[config.mk]
export PLATFORM = sky130hd
export DESIGN_NAME = truth_table_scanner
export DESIGN_NICKNAME = d
export VERILOG_FILES = /design/src/rtl/truth_table_scanner_pkg.sv /design/src/rtl/truth_table_scanner_term_eval.sv /design/src/rtl/truth_table_scanner.sv
export SDC_FILE = /design/constraint.sdc
export NUM_CORES = 1
export LEC_CHECK = 0
export ABC_AREA = 0
export BUFFER_PORTS_ARGS = -buffer_cell sky130_fd_sc_hd__clkbuf_2
export CAP_MARGIN = 20
export CORE_UTILIZATION = 35
export CTS_BUF_LIST = sky130_fd_sc_hd__clkbuf_8
export DETAILED_ROUTE_END_ITERATION = 10
export PLACE_DENSITY = 0.57
export SETUP_SLACK_MARGIN = 0.1
export SLEW_MARGIN = 5
export SYNTH_ARGS = -nofsm -noshare
export SYNTH_HDL_FRONTEND = slang
export SYNTH_HIERARCHICAL = 1
export SYNTH_SLANG_ARGS = --single-unit
[constraint.sdc]
create_clock -name clk -period 3.9 [get_ports clk]
set_clock_uncertainty 0.1 [all_clocks]
set_input_delay 0.39 -clock clk [delete_from_list [all_inputs] [get_ports clk]]
set_output_delay 0.39 -clock clk [all_outputs]
set_load 0.05 [all_outputs]
[src/rtl/truth_table_scanner_pkg.sv]
// Shared encodings for the truth-table scanner and any checker that
// evaluates the same term masks.
package tt_pkg;

    localparam logic [1:0] ST_IDLE = 2'd0;
    localparam logic [1:0] ST_RUN  = 2'd1;
    localparam logic [1:0] ST_DONE = 2'd2;

    localparam logic MODE_SOP = 1'b0;
    localparam logic MODE_POS = 1'b1;

    typedef enum logic [1:0] {
        IDLE = ST_IDLE,
        RUN  = ST_RUN,
        DONE = ST_DONE
    } tt_state_e;

endpackage

[src/rtl/truth_table_scanner_term_eval.sv]
// Combinational evaluation of one truth-table row from a minterm (SoP)
// or maxterm (PoS) mask.
module term_eval
    import tt_pkg::*;
#(
    parameter  int N     = 4,
    localparam int TABLE = 2**N
) (
    input  logic [TABLE-1:0] mask,
    input  logic             mode,
    input  logic [N-1:0]     idx,
    output logic             f
);

    // A listed maxterm is a row where the function is 0.
    always_comb f = (mode == MODE_POS) ? ~mask[idx] : mask[idx];

endmodule

[src/rtl/truth_table_scanner.sv]
// Walks all 2^N rows of a programmable Boolean function and streams
// (index, value) pairs, counting accepted rows whose value is 1.
module truth_table_scanner
    import tt_pkg::*;
#(
    parameter  int N     = 4,
    localparam int TABLE = 2**N
) (
    input  logic             clk,
    input  logic             reset,
    input  logic             start,
    input  logic             abort,
    input  logic             mode,
    input  logic [TABLE-1:0] mask,
    output logic             out_valid,
    input  logic             out_ready,
    output logic [N-1:0]     out_idx,
    output logic             out_val,
    output logic             busy,
    output logic             done,
    output logic [N:0]       ones_count,
    output logic [1:0]       dbg_state
);

    localparam logic [N-1:0] IDX_ONE = N'(1);

    tt_state_e        state_q;
    logic [N-1:0]     idx_q;
    logic [N-1:0]     idx_d;
    logic [N:0]       ones_q;
    logic [N:0]       ones_d;
    logic [TABLE-1:0] mask_q;
    logic             mode_q;
    logic             valid_q;
    logic             busy_q;
    logic             done_q;
    logic             f;
    logic             xfer;

    term_eval #(.N(N)) u_term_eval (
        .mask (mask_q),
        .mode (mode_q),
        .idx  (idx_q),
        .f    (f)
    );

    // Handshake: a pair moves only on a cycle with out_valid & out_ready;
    // until then out_idx/out_val hold, and a pair offered alongside abort
    // is dropped uncounted.
    assign xfer   = valid_q & out_ready;
    assign idx_d  = idx_q + IDX_ONE;
    assign ones_d = ones_q + {{N{1'b0}}, f};

    always_ff @(posedge clk or posedge reset) begin
        if (reset) begin
            state_q <= IDLE;
            idx_q   <= '0;
            ones_q  <= '0;
            mask_q  <= '0;
            mode_q  <= MODE_SOP;
            valid_q <= 1'b0;
            busy_q  <= 1'b0;
            done_q  <= 1'b0;
        end else begin
            done_q <= 1'b0;
            case (state_q)
                IDLE: begin
                    if (start) begin
                        mask_q  <= mask;
                        mode_q  <= mode;
                        idx_q   <= '0;
                        ones_q  <= '0;
                        valid_q <= 1'b1;
                        busy_q  <= 1'b1;
                        state_q <= RUN;
                    end
                end
                RUN: begin
                    if (abort) begin
                        valid_q <= 1'b0;
                        busy_q  <= 1'b0;
                        state_q <= IDLE;
                    end else if (xfer) begin
                        ones_q <= ones_d;
                        if (idx_q == '1) begin
                            valid_q <= 1'b0;
                            busy_q  <= 1'b0;
                            done_q  <= 1'b1;
                            state_q <= DONE;
                        end else begin
                            idx_q <= idx_d;
                        end
                    end
                end
                DONE: state_q <= IDLE;
                default: state_q <= IDLE;
            endcase
        end
    end

    assign out_valid  = valid_q;
    assign out_idx    = idx_q;
    assign out_val    = valid_q & f;
    assign busy       = busy_q;
    assign done       = done_q;
    assign ones_count = ones_q;
    assign dbg_state  = state_q;

endmodule
# [Word level (Yosys, flattened, before mapping)]
# Cells that the tools add are included.
[op_classes] add_sub_neg=2 magnitude_cmp=1 n_eq_ne=8 n_mux=26 n_bitwise=3 reduce_logical=7
[op_table] op="$mux 4" n=4
[op_table] op="$mux 5" n=3
[op_table] op="$mux 1" n=10
[op_table] op="$pmux 5 s2" n=1
[op_table] op="$mux 2" n=4
[op_table] op="$ne 2x2->1 const B" n=4
[op_table] op="$pmux 4 s2" n=1
[op_table] op="$reduce_and 4->1" n=2
[op_table] op="$ne 3x3->1 const B" n=2
[op_table] op="$add 5x1->5" n=1
[op_table] op="$lt 4x5->1 const B" n=1
[op_table] op="$reduce_and 5->1" n=1
[op_table] op="$add 4x1->4 const B" n=1
[op_table] op="$bmux 1 s4" n=1
[op_table] op="$eq 4x4->1 const B" n=1
[op_table] op="$pmux 2 s2" n=1
[op_table] op="$reduce_and 3->1" n=1
[op_table] op="$and 1x1->1" n=2
[op_table] op="$eq 2x1->1 const B" n=1
[op_table] op="$logic_not 2->1" n=1
[op_table] op="$pmux 1 s2" n=1
[op_table] op="$reduce_and 2->1" n=1
[op_table] op="$reduce_bool 2->1" n=1
[op_table] op="$not 1->1" n=1
[totals] regBits=30 inputBits=22 output_inout_bits=15 word_cells=54

# [Longest topological paths before layout]
# Gate-level depths: netlist of run 1.
[logic_depth] ltp_word=8 mapped_depth=8 mapped_depth_nobuf=8

# [Cells and area by module]
# The synthesis of run 1 kept the hierarchy.
[by_module_without_submodules] module="truth_table_scanner" instances=1 cells_each=109 area_per_inst_um2=1402.6 seq_area_each_um2=750.7
[by_module_without_submodules] module="term_eval" instances=1 cells_each=6 area_per_inst_um2=136.4 seq_area_each_um2=0.0

# [Worst setup path after synthesis of run 1]
# OpenSTA, ideal clock, no wires.
[synth_path] path_type="reg-to-reg" startpoint="reg idx_q[3] (netlist: out_idx[3])" endpoint="reg ones_q[4] (netlist: ones_count[4])" setup_ps=73 t_arrival_ps=2895 t_required_ps=3727 setup_slack_ps=832 path_stages_with_launch=9 path_buffers=0 period_less_slack_ps=3068 cell_sequence="dfrtp_1 > mux4_1 > mux4_2 > xor2_1 > ha_1 > ha_1 > nand4_1 > or3_1 > a21oi_2"
[synth_via] elab_chain_len=8
[synth_rtl] element="start, declared" line_no="truth_table_scanner.sv:28" source="logic [N-1:0] idx_q;"
[synth_rtl] element="start signal, assigned" line_no="truth_table_scanner.sv:91" source="idx_q <= idx_d;"
[synth_rtl] element="$bmux 1 s4 *" line_no="truth_table_scanner_term_eval.sv:16" source="always_comb f = (mode == MODE_POS) ? ~mask[idx] : mask[idx];"
[synth_rtl] element="$mux 1 (implied by the code) *" line_no="truth_table_scanner_term_eval.sv:16"
[synth_rtl] element="$not 1->1" line_no="truth_table_scanner_term_eval.sv:16"
[synth_rtl] element="$mux 1 *" line_no="truth_table_scanner_term_eval.sv:16"
[synth_rtl] element="via f" line_no="truth_table_scanner.sv:37" source="logic f;"
[synth_rtl] element="$add 5x1->5 *" line_no="truth_table_scanner.sv:52" source="assign ones_d = ones_q + {{N{1'b0}}, f};"
[synth_rtl] element="$mux 5 *" line_no="truth_table_scanner.sv:83" source="end else if (xfer) begin"
[synth_rtl] element="$mux 5 *" line_no="truth_table_scanner.sv:79" source="if (abort) begin"
[synth_rtl] element="$pmux 5 s2 *" line_no="truth_table_scanner.sv:66" source="case (state_q)"
[synth_rtl] element="end signal, assigned" line_no="truth_table_scanner.sv:84" source="ones_q <= ones_d;"
[synth_rtl] element="end, declared" line_no="truth_table_scanner.sv:30" source="logic [N:0] ones_q;"
# The timed path passes the listed nets; every way through them passes the cells marked *. The select of a mux whose other input is x is not followed.
# A chain may end at the register's enable or synchronous reset.

# [Final worst setup path of run 1]
[layout_path] startpoint="reg idx_q[2] (netlist: out_idx[2])" endpoint="out out_val"
[layout_via] elab_chain_len=5
[layout_rtl] element="$bmux 1 s4 *" line_no="truth_table_scanner_term_eval.sv:16"
[layout_rtl] element="$mux 1 (implied by the code) *" line_no="truth_table_scanner_term_eval.sv:16"
[layout_rtl] element="$not 1->1" line_no="truth_table_scanner_term_eval.sv:16"
[layout_rtl] element="$mux 1 *" line_no="truth_table_scanner_term_eval.sv:16"
[layout_rtl] element="via f" line_no="truth_table_scanner.sv:37"
[layout_rtl] element="$and 1x1->1 *" line_no="truth_table_scanner.sv:103" source="assign out_val = valid_q & f;"
[layout_rtl] element="end, declared" line_no="truth_table_scanner.sv:18" source="output logic out_val,"
# Marks and branches as above.

==> impl_metrics.py, run 1 <==
metrics = {
    "clock_network": {
        "cts_resized": 0,
        "h-tree-depth": 2,
        "clk_path_buf_depth": 2,
        "cts_post_setup_buffers_inserted": 0,
        "numCtsBuffers": 5,
        "cts_sinks": 30,
        "cts_root_buf": "clkbuf_8",
        "clock_latency_ps": 290,
        "hold_buffers": 0,
        "clkTransAtPathRegs_ps": 70,
        "cts_tree": "built",
    },
    "floorplan": {
        "dieHeight_um": 68.3,
        "start_util_pct": 37.4,
        "core_area_sq_um": 4120,
        "io_pins": 37,
        "die-width_um": 68.3,
        "std_cell_rows": 23,
        "dieArea_sq_um": 4670,
    },
    "timing": {
        "drv_slew": 0,
        "hold_viol_final": 0,
        "worstMarginPinSlew_ps": 515,
        "fin_crit_ps": 3010,
        "fin_crit_sh_pct": 77.2,
        "fmax_ghz": 0.332,
        "setup-tns-final_ps": 0,
        "relSlewSlack_pct": 65.4,
        "rsz0062_at_grt": "no",
        "fin_ws_ps": 889,
        "setup_viol": 0,
    },
    "global_route": {
        "grt_max_degree": 31,
        "track_usage_pct": 15.9,
        "grt_pass1_wl_mm": 5.23,
        "antenna_found_initial": 0,
        "grt_overflow": 0,
        "grt_pass1_vias": 1088,
    },
    "power_and_ir_drop": {
        "power_frac_comb_pct": 32.0,
        "swShare_pct": 37.4,
        "p_seq_share_pct": 44.6,
        "power_switching_mw": 0.364,
        "vdd_drop_max_uv": 241,
        "clkPwrFrac_pct": 23.4,
        "p_int_mw": 0.609,
        "power.density_nw_per_um2": 526,
        "power.leakage_nw": 0.870,
    },
    "outcome": {
        "status": "completed",
    },
    "synth": {
        "yosys.cell_types.count": 34,
        "yosys.area.top_type": "dfrtp_1",
        "syn_avg_cell_area_sq_um": 13.4,
        "synthTopCellsByArea": "dfrtp_1 (49%), mux2_1 (12%), mux4_1 (6.8%)",
        "synthDominantCellAreaShare_pct": 48.8,
        "ys_dominant_reg_cell": "dfrtp_1",
        "yosysWarnings": 6,
        "synth_edf_count": 0,
        "syn_inst": 115,
        "yosysMostFrequentCell": "dfrtp_1",
        "synth_area_sq_um": 1540,
        "syn-num-nets": 140,
        "synth-seq-cells": 30,
        "async_flop_share_pct": 100,
        "yosys-top-cells-count": "dfrtp_1 (30), mux2_1 (17), inv_1 (6), nand3_1 (6), o21ai_0 (5)",
        "yosysSeqAreaShare_pct": 48.8,
    },
    "critical_path": {
        "crit_end": "out_val",
        "reg2reg_to": "ones_count[4]",
        "critPathLaunch": "out_idx[2]",
        "crit_type": "reg -> out",
        "startpoint_type": "flip-flop",
        "r2r_slack_ps": 990,
        "cp.arrival_ps": 2520,
        "cp-end-kind": "output pin",
        "r2r_start": "out_idx[2]",
        "r2r_cells": 8,
        "cp.required_ps": 3410,
        "crit_fanout": 11,
    },
    "worst_hold_path": {
        "hold_class": "in -> reg",
    },
    "place": {
        "port_buffers": 36,
        "dpl.hpwl_mm": 2.27,
        "detailedPlace.worstSlack_ps": 989,
        "gp_congestion": 0.763,
    },
    "run": {
        "cap_violations": 0,
    },
    "layout": {
        "nNetsFinal": 180,
        "drive_gt1_share_pct": 31.0,
        "area_growth_pct": 20.2,
        "nFillCells": 384,
        "antenna_cells": 0,
    },
    "detailed_routing": {
        "vias": 1065,
        "dr.pass1.iters": 4,
        "drc": 0,
        "initialDrtViolationCount": 35,
        "routedWlPerCell_um": 15.2,
        "ant_nets": 0,
        "vias_per_cell": 5.20,
        "wirelength_mm": 3.12,
    },
}
## area by class of cell
class | instances | area [sq um] | share of cell area (%)
tap | 50 | 62.6 | 3.38
clock buffer | 5 | 68.8 | 3.72
inverter | 6 | 22.5 | 1.22
sequential | 30 | 751 | 40.6
timing repair buffer | 38 | 218 | 11.8
multi-input combinational | 74 | 719 | 38.9
clock inverter | 2 | 7.51 | 0.406
## critical path: stages (launching register included)
cell and delay, ps:
dfrtp_1 540, mux4_1 590, mux4_2 490, xor2_1 180, and2_1 160, clkbuf_2 270
## layer usage
metal  track usage, %  share of wire (%)
met1             18.8                 47
met2             25.5                 46
met3             4.67                4.6
met4             8.85                2.0
met5                0                  0
## worst min path at each step
stage	from	end	slack (ps)	cells past startpoint
2_1_floorplan	mask_q[10]	mask_q[10]	350	1
3_3_place_gp	mask_q[11]	mask_q[11]	370	1
3_5_place_dp	mask_q[3]	mask_q[3]	370	1
4_1_cts	mask[3]	mask_q[3]	220	2
5_1_grt	mask[9]	mask_q[9]	220	2
6_report	mask[11]	mask_q[11]	220	2
## cells in the final DEF (no fill, tap or decap)
cell,synthesis,layout
a21oi_4,1,1
and3_1,4,4
o211ai_1,1,1
a31oi_1,2,2
nand4b_2,1,1
o21ai_0,5,5
nand2b_1,2,2
a211oi_1,1,1
xor2_1,1,1
clkbuf_8,0,5
nand4bb_1,1,1
a21oi_2,1,1
mux2i_1,4,4
dfrtp_1,30,30
mux4_1,4,4
buf_16,0,1
a41o_1,1,1
ha_1,3,3
inv_1,6,7
nand2b_4,1,1
nand4_1,2,2
or3_1,1,1
a41oi_1,1,1
o21ai_1,1,1
mux4_2,1,1
clkinv_1,0,1
nor2_8,1,1
and2_1,1,1
nand2_1,4,4
a2bb2oi_1,2,2
mux2_1,17,17
clkbuf_2,0,36
a21oi_1,3,3
nand3_1,6,6
and4bb_1,1,1
dlygate4sd3_1,0,1
## through the flow
stage               hold WS, ps  area [sq um]  power (mW)  cells  utilization [%]
finish                      223          1850       0.974    205             44.9
detailed placement          372          1740       0.752    196             42.2
floorplan                   349          1540       0.672    115                -
CTS                         217          1810       0.983    203             44.0
global route                216          1850        1.04    205             44.9
global placement            372          1740       0.744    196             42.2
## flip-flops by register name, summed over array words and instances (netlist names)
register / count
busy: 1
done: 1
ones_count: 5
mode_q: 1
out_idx: 4
dbg_state: 2
mask_q: 16
## power groups by stage
stage / Sequential, mW / Combinational, mW / Clock (mW)
after CTS: 0.436 / 0.312 / 0.235
after detailed placement: 0.440 / 0.311 / 0
after global routing: 0.446 / 0.341 / 0.252
final: 0.434 / 0.312 / 0.227
after global placement: 0.438 / 0.306 / 0
after floorplan: 0.490 / 0.182 / 0
## logic make-up (layout without fill, tap and decap cells)
kind of cell | Yosys count | in the layout | synth area share, %
and+or+nand+nor | 25 | 25 | 11.7
adders and majority gates | 3 | 3 | 2.44
xor gates and xnor gates | 1 | 1 | 0.569
muxes | 26 | 26 | 23.3
DFF | 30 | 30 | 48.8
buffers and inverters | 11 | 51 | 4.47
AOI/OAI and AO/OA | 19 | 19 | 8.70
Note: power is estimated with default switching activity, not from simulation.
==> run 2: changes to the inputs <==
--- a/config.mk
+++ b/config.mk
@@ -11,7 +11,7 @@
 export CORE_UTILIZATION = 35
 export CTS_BUF_LIST = sky130_fd_sc_hd__clkbuf_8
 export DETAILED_ROUTE_END_ITERATION = 10
-export PLACE_DENSITY = 0.57
+export PLACE_DENSITY = 0.59
 export SETUP_SLACK_MARGIN = 0.1
 export SLEW_MARGIN = 5
 export SYNTH_ARGS = -nofsm -noshare
==> constraint.sdc (replaced) <==
create_clock -name clk -period 2.6 [get_ports clk]
set_clock_uncertainty 0.1 [all_clocks]
set_input_delay 0.26 -clock clk [delete_from_list [all_inputs] [get_ports clk]]
set_output_delay 0.26 -clock clk [all_outputs]
set_load 0.05 [all_outputs]
==> impl_metrics.py, run 2 (synthesized netlist as in run 1, its figures left out) <==
metrics = {
    "timing": {
        "setup_viol": 2,
        "relSlewSlack_pct": 53.4,
        "setup-tns-final_ps": -145,
        "fmax_ghz": 0.369,
        "hold_viol_final": 0,
        "rsz0062_at_grt": "yes",
        "drv_slew": 0,
        "fin_ws_ps": -111,
        "worstMarginPinSlew_ps": 698,
        "fin_crit_sh_pct": 104,
        "fin_crit_ps": 2710,
    },
    "clock_network": {
        "clk_path_buf_depth": 2,
        "clock_latency_ps": 280,
        "cts_sinks": 30,
        "cts_root_buf": "clkbuf_8",
        "numCtsBuffers": 5,
        "cts_tree": "built",
        "h-tree-depth": 2,
        "clkTransAtPathRegs_ps": 70,
    },
    "outcome": {
        "status": "complete, but fails checks",
        "violations": "setup timing",
    },
    "place": {
        "dpl.hpwl_mm": 2.56,
        "gp_congestion": 0.809,
        "place_inst": 202,
        "port_buffers": 36,
        "placed_area_sq_um": 1770,
    },
    "critical_path": {
        "cp.required_ps": 2710,
        "cp-end-kind": "flip-flop",
        "startpoint_type": "flip-flop",
        "crit_type": "reg -> reg",
        "cp.arrival_ps": 2820,
        "crit_fanout": 4,
    },
    "detailed_routing": {
        "wirelength_mm": 3.41,
        "routedWlPerCell_um": 16.1,
        "ant_nets": 0,
        "initialDrtViolationCount": 53,
        "vias_per_cell": 5.26,
        "dr.pass1.iters": 4,
        "drc": 0,
        "vias": 1116,
    },
    "layout": {
        "nNetsFinal": 187,
        "drive_gt1_share_pct": 40.7,
        "final_common_cell": "clkbuf_2",
        "final_area_sq_um": 1920,
        "finalNonFillerCells": 212,
        "largest_reg_flops": 16,
        "antenna_cells": 0,
        "area_growth_pct": 24.6,
        "nFillCells": 397,
        "utilization_pct": 46.6,
        "final_cell_mix": "clkbuf_2 (35), dfrtp_1 (28), mux2_1 (17), buf_4 (8), inv_1 (7)",
        "top_register": "mask_q",
    },
    "global_route": {
        "antenna_found_initial": 0,
        "grt_overflow": 0,
        "grt_pass1_vias": 1090,
        "track_usage_pct": 17.2,
        "grt_max_degree": 20,
        "grt_pass1_wl_mm": 5.56,
    },
    "floorplan": {
        "die-width_um": 68.3,
        "io_pins": 37,
        "dieHeight_um": 68.3,
        "dieArea_sq_um": 4670,
        "std_cell_rows": 23,
        "core_area_sq_um": 4120,
        "start_util_pct": 37.4,
    },
    "power_and_ir_drop": {
        "p_total_mw": 1.56,
        "power.leakage_nw": 0.890,
        "power.density_nw_per_um2": 815,
        "vdd_drop_max_uv": 288,
    },
    "run": {
        "cap_violations": 0,
    },
    "worst_hold_path": {
        "hold_class": "in -> reg",
    },
}
==> run 2: cell count changes in the layout (fill, tap and decap cells not counted), moves of 2 or more <==
cell / previous run / this run
buf_4: 0 / 8
mux4_1: 4 / 0
mux4_2: 1 / 5
dfrtp_1: 30 / 28
dfrtp_4: 0 / 2
ha_1: 3 / 1
==> run 2: worst max-delay path: stages (launching register included) <==
cell and delay, ps:
dfrtp_4 450, mux4_2 510, mux4_2 500, xor2_2 150, ha_2 220, ha_4 130
nand4_1 100, or3_1 340, a21oi_2 140
==> run 2: through the flow <==
| stage | setup slack, ps | hold WS [ps] |
|---|---|---|
| after global routing | -169 | 95.9 |
| final | -111 | 98.3 |
| after CTS | -150 | 90.4 |
| after global placement | -100 | 259 |
| after floorplan | -192 | 251 |
| after detailed placement | -183 | 291 |
==> run 2: path summary, 6_finish.rpt <==
check | from | end | slack, ps | cells after the start
max | out_idx[2] | ones_count[4] | -110 | 8
min | mask[1] | mask_q[1] | 100 | 2
max reg2reg | out_idx[2] | ones_count[4] | -110 | 8
min reg2reg | mask_q[5] | mask_q[5] | 390 | 1
max in group asynchronous | reset | out_idx[1] | 1240 | 4
min in group asynchronous | reset | out_idx[2] | 520 | 3
==> run 2: report_power, final <==
part,switching (mW),total [mW],internal (mW)
logic,0.314,0.535,0.221
registers,0.0926,0.653,0.561
clock network,0.169,0.375,0.206
total,0.575,1.56,0.988
==> run 2: layer usage <==
| metal | wire length [um] | vias up | global-route usage [%] | part of all wire, % |
|---|---|---|---|---|
| met4 | 51 | 0 | 6.25 | 1.5 |
| met1 | 1450 | 546 | 21.1 | 42 |
| met3 | 264 | 6 | 6.50 | 7.7 |
| met2 | 1650 | 46 | 27.2 | 48 |
| li1 | - | 518 | - | - |
| met5 | 0 | - | 0 | 0 |
==> run 2: cell type report <==
| cell class | instances | area, sq um | area share, % |
|---|---|---|---|
| Clock buffer | 6 | 82.6 | 4.31 |
| Multi-Input combinational cell | 74 | 728 | 38.0 |
| Sequential cell | 30 | 758 | 39.5 |
| Tap cell | 50 | 62.6 | 3.26 |
| Clock inverter | 1 | 3.75 | 0.196 |
| Timing Repair Buffer | 45 | 260 | 13.6 |
| Inverter | 6 | 22.5 | 1.17 |
==> run 2: repair_timing <==
| item | CTS | global route |
|---|---|---|
| hold buffers | 1 | 0 |
| resized for setup | 4 | 2 |
| setup buffers | 1 | 1 |
| setup endpoints to repair | 4 | 4 |
| cloned | 0 | 0 |
| endpoints found under the hold margin | 18 | 0 |
| pin swaps | 1 | 0 |
